<file path="config.mk">
export PLATFORM = sky130hd
export DESIGN_NAME = shift_add_multiplier_flat
export DESIGN_NICKNAME = d
export VERILOG_FILES = /design/src/rtl/calc_pkg.sv /design/src/rtl/shift_add_multiplier_if.sv /design/src/rtl/full_adder.sv /design/src/rtl/shift_add_multiplier.sv /design/src/flat_wrapper.sv
export SDC_FILE = /design/constraint.sdc
export NUM_CORES = 1
export LEC_CHECK = 0
export ABC_AREA = 1
export BUFFER_PORTS_ARGS = -buffer_cell sky130_fd_sc_hd__buf_2
export CAP_MARGIN = 10
export CORE_MARGIN = 2
export CORE_UTILIZATION = 35
export DETAILED_ROUTE_END_ITERATION = 10
export GPL_TIMING_DRIVEN = 0
export PLACE_DENSITY = 0.61
export SYNTH_ARGS = -nofsm -noshare
export SYNTH_HDL_FRONTEND = slang
export SYNTH_SLANG_ARGS = --single-unit
</file>
<file path="constraint.sdc">
create_clock -name clk -period 22.3 [get_ports clk]
set_input_delay 6.69 -clock clk [delete_from_list [all_inputs] [get_ports clk]]
set_output_delay 6.69 -clock clk [all_outputs]
set_load 0.005 [all_outputs]
</file>
<file path="src/rtl/calc_pkg.sv">
// Shared definitions for the calculator datapath.
//   mult_state_t : control states of the sequential multiplier
//   count_width  : width of a step counter that must reach DATA_WIDTH
package calc_pkg;

  typedef enum logic [1:0] {
    IDLE = 2'd0,
    CALC = 2'd1,
    NEG  = 2'd2,
    DONE = 2'd3
  } mult_state_t;

  function automatic int count_width(input int width);
    return $clog2(width + 1);
  endfunction

endpackage

</file>
<file path="src/rtl/shift_add_multiplier_if.sv">
// Operand/result handshake bundle for shift_add_multiplier.
//   in_valid/in_ready   : operand transfer (a, b)
//   out_valid/out_ready : result transfer (result, overflow)
// master = producer of operands / consumer of results, slave = multiplier.
interface shift_add_multiplier_if #(
  parameter int DATA_WIDTH = 16
);

  logic                         in_valid;
  logic                         in_ready;
  logic signed [DATA_WIDTH-1:0] a;
  logic signed [DATA_WIDTH-1:0] b;
  logic                         out_valid;
  logic                         out_ready;
  logic signed [DATA_WIDTH-1:0] result;
  logic                         overflow;

  modport master (
    output in_valid, a, b, out_ready,
    input  in_ready, out_valid, result, overflow
  );

  modport slave (
    input  in_valid, a, b, out_ready,
    output in_ready, out_valid, result, overflow
  );

endinterface

</file>
<file path="src/rtl/full_adder.sv">
// Combinational DATA_WIDTH-bit ripple-carry adder.
//   a, b      : addends
//   carry_in  : carry into bit 0
//   sum       : a + b + carry_in, low DATA_WIDTH bits
//   carry_out : carry out of the top bit
module full_adder #(
  parameter int DATA_WIDTH = 16
) (
  input  logic [DATA_WIDTH-1:0] a,
  input  logic [DATA_WIDTH-1:0] b,
  input  logic                  carry_in,
  output logic [DATA_WIDTH-1:0] sum,
  output logic                  carry_out
);

  // Single running carry keeps the chain a scalar ripple, bit 0 upward.
  logic cy;

  always_comb begin
    cy  = carry_in;
    sum = '0;
    for (int i = 0; i < DATA_WIDTH; i++) begin
      sum[i] = a[i] ^ b[i] ^ cy;
      cy     = (a[i] & b[i]) | (cy & (a[i] ^ b[i]));
    end
    carry_out = cy;
  end

endmodule

</file>
<file path="src/rtl/shift_add_multiplier.sv">
// Sequential signed multiplier: sign-magnitude right-shift shift-and-add
// over DATA_WIDTH steps, followed by one cycle of conditional negation.
// A single full_adder is shared between the accumulate and negate steps.
//   clk, rst : clock, asynchronous active-high reset
//   bus      : slave side of shift_add_multiplier_if
//              (a, b in; result, overflow out; valid/ready on both)
module shift_add_multiplier
  import calc_pkg::*;
#(
  parameter int DATA_WIDTH = 16
) (
  input  logic                   clk,
  input  logic                   rst,
  shift_add_multiplier_if.slave  bus
);

  localparam int W  = DATA_WIDTH;
  localparam int CW = count_width(DATA_WIDTH);

  mult_state_t state_q, state_d;

  logic [W-1:0]  mcand;
  logic [W-1:0]  hi;
  logic [W-1:0]  lo;
  logic [CW-1:0] count;
  logic          sign;
  logic signed [W-1:0] result_q;
  logic          ovf_q;

  logic [W-1:0] add_a, add_b, add_sum;
  logic         add_cin, add_cout;

  // Unsigned magnitude; -2^(W-1) maps to 2^(W-1), which still fits in W bits.
  function automatic logic [W-1:0] magnitude(input logic signed [W-1:0] v);
    logic [W-1:0] u;
    u = $unsigned(v);
    return v[W-1] ? (~u + {{(W-1){1'b0}}, 1'b1}) : u;
  endfunction

  // P = {h, l} is the product magnitude. A negative result may reach
  // exactly 2^(W-1); a positive one must stay below it.
  function automatic logic overflow_flag(input logic sgn,
                                         input logic [W-1:0] h,
                                         input logic [W-1:0] l);
    if (h != '0)
      return 1'b1;
    if (!sgn)
      return l[W-1];
    return l[W-1] && (l[W-2:0] != '0);
  endfunction

  full_adder #(.DATA_WIDTH(W)) u_adder (
    .a         (add_a),
    .b         (add_b),
    .carry_in  (add_cin),
    .sum       (add_sum),
    .carry_out (add_cout)
  );

  // Adder input mux: accumulate in CALC, two's-complement negate in NEG.
  always_comb begin
    add_a   = hi;
    add_b   = lo[0] ? mcand : '0;
    add_cin = 1'b0;
    if (state_q == NEG) begin
      add_a   = sign ? ~lo : lo;
      add_b   = '0;
      add_cin = sign;
    end
  end

  always_ff @(posedge clk or posedge rst) begin
    if (rst)
      state_q <= IDLE;
    else
      state_q <= state_d;
  end

  always_comb begin
    state_d       = state_q;
    bus.in_ready  = 1'b0;
    bus.out_valid = 1'b0;
    case (state_q)
      IDLE: begin
        bus.in_ready = 1'b1;
        if (bus.in_valid)
          state_d = CALC;
      end
      CALC: begin
        if (count == CW'(W - 1))
          state_d = NEG;
      end
      NEG: begin
        state_d = DONE;
      end
      DONE: begin
        bus.out_valid = 1'b1;
        if (bus.out_ready)
          state_d = IDLE;
      end
      default: state_d = IDLE;
    endcase
  end

  always_ff @(posedge clk or posedge rst) begin
    if (rst) begin
      mcand    <= '0;
      hi       <= '0;
      lo       <= '0;
      count    <= '0;
      sign     <= 1'b0;
      result_q <= '0;
      ovf_q    <= 1'b0;
    end else begin
      case (state_q)
        IDLE: begin
          if (bus.in_valid) begin
            mcand <= magnitude(bus.a);
            lo    <= magnitude(bus.b);
            sign  <= bus.a[W-1] ^ bus.b[W-1];
            hi    <= '0;
            count <= '0;
          end
        end
        CALC: begin
          // {hi, lo} <= {carry_out, sum, lo} >> 1
          hi    <= {add_cout, add_sum[W-1:1]};
          lo    <= {add_sum[0], lo[W-1:1]};
          count <= count + 1'b1;
        end
        NEG: begin
          result_q <= add_sum;
          ovf_q    <= overflow_flag(sign, hi, lo);
        end
        default: ;
      endcase
    end
  end

  assign bus.result   = result_q;
  assign bus.overflow = ovf_q;

endmodule

</file>
<file path="src/flat_wrapper.sv">
// flat-port wrapper written by rule: the top's interface ports become plain ports
module shift_add_multiplier_flat import calc_pkg::*;
#(
  parameter int DATA_WIDTH = 16
)
  (clk, rst, bus_in_valid, bus_a, bus_b, bus_out_ready, bus_in_ready, bus_out_valid, bus_result, bus_overflow);
  shift_add_multiplier_if #(.DATA_WIDTH(DATA_WIDTH)) bus_i ();
  input  logic clk;
  input  logic rst;
  input wire logic [$bits(bus_i.in_valid)-1:0] bus_in_valid;
  input wire logic [$bits(bus_i.a)-1:0] bus_a;
  input wire logic [$bits(bus_i.b)-1:0] bus_b;
  input wire logic [$bits(bus_i.out_ready)-1:0] bus_out_ready;
  output wire logic [$bits(bus_i.in_ready)-1:0] bus_in_ready;
  output wire logic [$bits(bus_i.out_valid)-1:0] bus_out_valid;
  output wire logic [$bits(bus_i.result)-1:0] bus_result;
  output wire logic [$bits(bus_i.overflow)-1:0] bus_overflow;
  assign bus_i.in_valid = bus_in_valid;
  assign bus_i.a = bus_a;
  assign bus_i.b = bus_b;
  assign bus_i.out_ready = bus_out_ready;
  assign bus_in_ready = bus_i.in_ready;
  assign bus_out_valid = bus_i.out_valid;
  assign bus_result = bus_i.result;
  assign bus_overflow = bus_i.overflow;
  shift_add_multiplier #(.DATA_WIDTH(DATA_WIDTH)) u_core (.clk(clk), .rst(rst), .bus(bus_i));
endmodule
</file>
==> results.sh <==
export IMPL_final_common_cell="nand2_1"
export IMPL_worst_slack_ps=14170
export IMPL_p_leak_nw=2.75
export IMPL_drtAntennaViolNets=0
export IMPL_seqPwrFrac_pct=31.0
export IMPL_initialDrtViolationCount=296
export IMPL_dr_pass1_iters=5
export IMPL_cpPeakStageDelay_ps=420
export IMPL_cp_top_family="adder cells"
export IMPL_critPathLaunchType="flip-flop"
export IMPL_fin_crit_ps=8130
export IMPL_multiInputGateArea_um2=2450
export IMPL_core_area_um2=13100
export IMPL_status="complete, no violations"
export IMPL_post_route_drc_count=0
export IMPL_skew_ps=7.15
export IMPL_internal_power_uw=419
export IMPL_grt_max_degree=57
export IMPL_fill_cells=1363
export IMPL_drt_total_wl_um=11800
export IMPL_drv_cap=0
export IMPL_power_switching_uw=345
export IMPL_seq_area_um2=1830
export IMPL_synth_seq_area_share_pct=39.2
export IMPL_antenna_found_initial=0
export IMPL_postCtsSetupRepairBufs=0
export IMPL_overflow=0
export IMPL_slew_viol_final=0
export IMPL_clkPwrFrac_pct=18.2
export IMPL_setup_viol=0
export IMPL_die_x_um=119
export IMPL_worst_path_max_delay_cell="fa_1"
export IMPL_clock_path_buffers=2
export IMPL_hold_viol=0
export IMPL_crit_path_frequent_cell="fa_1"
export IMPL_wl_per_cell_um=13.6
export IMPL_initial_utilization_pct=35.5
export IMPL_rsz0062_at_grt="no"
export IMPL_cts_clk_slew_worst_paths_ps=60
export IMPL_area_delta_synth_final_pct=17.3
export IMPL_yosysUniqueCellTypes=34
export IMPL_dpl_hpwl_um=9050
export IMPL_vias=4256
export IMPL_cts_resized=0
export IMPL_clk_latency_ps=330
export IMPL_avgViaCountPerCell=4.90
export IMPL_fp_row_count=42
export IMPL_place_gp_congestion=0.889
export IMPL_cts_buffers=9
export IMPL_dieHeight_um=119
export IMPL_htree_levels=3
export IMPL_grt_pass1_vias=4156
export IMPL_max_freq_mhz=123
export IMPL_avgSynthCellArea_um2=7.49
export IMPL_syn_nets=683
export IMPL_tns_ps=0
export IMPL_syn_cell_area_um2=4660
export IMPL_cp_arrival_ps=8370
export IMPL_antennaDiodeCount=0
export IMPL_cts_tree="yes"
export IMPL_cts_sinks=73
export IMPL_max_slew_margin_rel_pct=62.8
export IMPL_pre_cts_ws_ps=14170
export IMPL_p_comb_share_pct=50.8
export IMPL_path_buf_inv=5
export IMPL_swShare_pct=45.2
export IMPL_worst_setup_path_end_kind="flip-flop"
export IMPL_worst_ep_required_time_ps=22550
export IMPL_dieArea_um2=14300
export IMPL_power_density_nw_per_um2=140
export IMPL_worst_slew_pin_slew_ps=558
export IMPL_syn_inst=622
export IMPL_min_path_type="flip-flop to flip-flop"
export IMPL_drive_gt1_share_pct=14.5
export IMPL_clockRootBuffer="clkbuf_16"
export IMPL_grt_first_pass_wirelength_um=19900
export IMPL_ir_worst_vdd_v=0.0000592
export IMPL_track_usage_pct=17.5
export IMPL_path_class="flip-flop to flip-flop"
export IMPL_io_buffers=53
export IMPL_layout_common_cells="nand2_1 (172), nor2_1 (76), dfrtp_1 (73)"
export IMPL_nets=748
export IMPL_synth_seq_cells=73
export IMPL_yosysWarnings=0
export IMPL_ioPinCount=55
export IMPL_postCtsHoldBufs=0
export IMPL_worst_path_max_fanout=10
export IMPL_period_share_pct=36.4
==> synthesized netlist by cell type <==
cell type / instances / area share, %
o22ai_1: 5 / 0.67
inv_4: 1 / 0.13
xor2_1: 7 / 1.3
and2_0: 1 / 0.13
nor4_1: 3 / 0.40
a22oi_1: 1 / 0.16
nor3_2: 1 / 0.21
clkinv_1: 1 / 0.080
clkbuf_1: 11 / 0.89
o211ai_1: 3 / 0.48
nand3b_1: 1 / 0.16
nor2_1: 76 / 6.1
nand4_1: 5 / 0.67
a21oi_2: 4 / 0.75
o31ai_1: 1 / 0.16
dfrtp_1: 73 / 39
ha_1: 9 / 2.4
buf_2: 12 / 1.3
o21ai_4: 1 / 0.35
fa_1: 16 / 6.9
nor3_1: 3 / 0.32
nand2_4: 1 / 0.24
buf_4: 3 / 0.48
buf_6: 1 / 0.24
o21ai_1: 1 / 0.11
a21oi_1: 30 / 3.2
o21ai_0: 61 / 6.6
inv_1: 60 / 4.8
or2_2: 1 / 0.13
xnor2_1: 16 / 3.0
inv_2: 2 / 0.16
o21ai_2: 2 / 0.38
nand3_1: 37 / 4.0
nand2_1: 172 / 14
==> power by group through the flow <==
stage / clock [mW] / sequential (mW) / combinational [mW]
final: 0.139 / 0.237 / 0.388
after global routing: 0.148 / 0.243 / 0.447
after CTS: 0.142 / 0.236 / 0.391
after detailed placement: 0 / 0.238 / 0.389
after global placement: 0 / 0.236 / 0.383
after floorplan: 0 / 0.226 / 0.279
==> per-layer routing <==
| metal | part of all wire, % | track usage [%] | vias up |
|---|---|---|---|
| met4 | 1.2 | 3.82 | 0 |
| met5 | 0 | 0 | - |
| met3 | 4.9 | 3.69 | 13 |
| met2 | 48 | 29.2 | 119 |
| li1 | - | - | 2111 |
| met1 | 46 | 23.4 | 2013 |
==> kinds of logic (layout without fill, tap and decap cells) <==
logic type | Yosys count | after routing | synth area share (%)
DFF | 73 | 73 | 39.2
and+or+nand+nor | 301 | 301 | 26.2
adders and majority gates | 25 | 25 | 9.29
buffers and inverters | 91 | 161 | 8.11
xor gates and xnor gates | 23 | 23 | 4.32
AOI/OAI and AO/OA | 109 | 109 | 12.8
==> sequential cells by signal, indices dropped and copies added, names as in the netlist <==
name and flops:
u_core.state_q 2, u_core.hi 16, u_core.bus.overflow 1, u_core.lo 16, u_core.bus.result 16, u_core.count 5, u_core.sign 1, u_core.mcand 16
==> final timing paths <==
path	from	to	slack, ps	depth (start not counted)
hold reg to reg	u_core.bus.result[3]	u_core.bus.result[3]	480	2
setup / recovery	u_core.state_q[0]	u_core.bus.result[15]	14170	25
min in group asynchronous	rst	u_core.bus.result[8]	6290	2
max in group asynchronous	rst	u_core.mcand[6]	15460	3
setup reg to reg	u_core.state_q[0]	u_core.bus.result[15]	14170	25
hold / removal	u_core.bus.result[3]	u_core.bus.result[3]	480	2
==> area by class of cell <==
type | count | area share, %
repair buffers | 54 | 5.35
inverters | 64 | 4.49
plain buffers | 27 | 2.47
multi-input cells | 458 | 44.9
clock inverters | 4 | 0.481
flip-flops and latches | 73 | 33.4
clock buffers | 12 | 4.87
well taps | 176 | 4.03
==> worst min-delay path, delay by kind of cell, from the launching register on <==
kind             cells  cell delay, ps
AND/OR/NAND/NOR      1              50
AO/OA/AOI/OAI        1              50
flip-flops           1             340
==> through the flow <==
stage	total power, mW	utilization, %	cell area, µm²	hold WS [ps]	instances
finish	0.764	41.6	5470	478	868
global route	0.839	41.6	5470	506	868
CTS	0.769	41.6	5470	487	868
detailed placement	0.627	39.4	5170	463	852
global placement	0.618	39.2	5140	462	851
floorplan	0.505	-	4660	449	622
No activity file was read; power rests on OpenSTA's default activity.
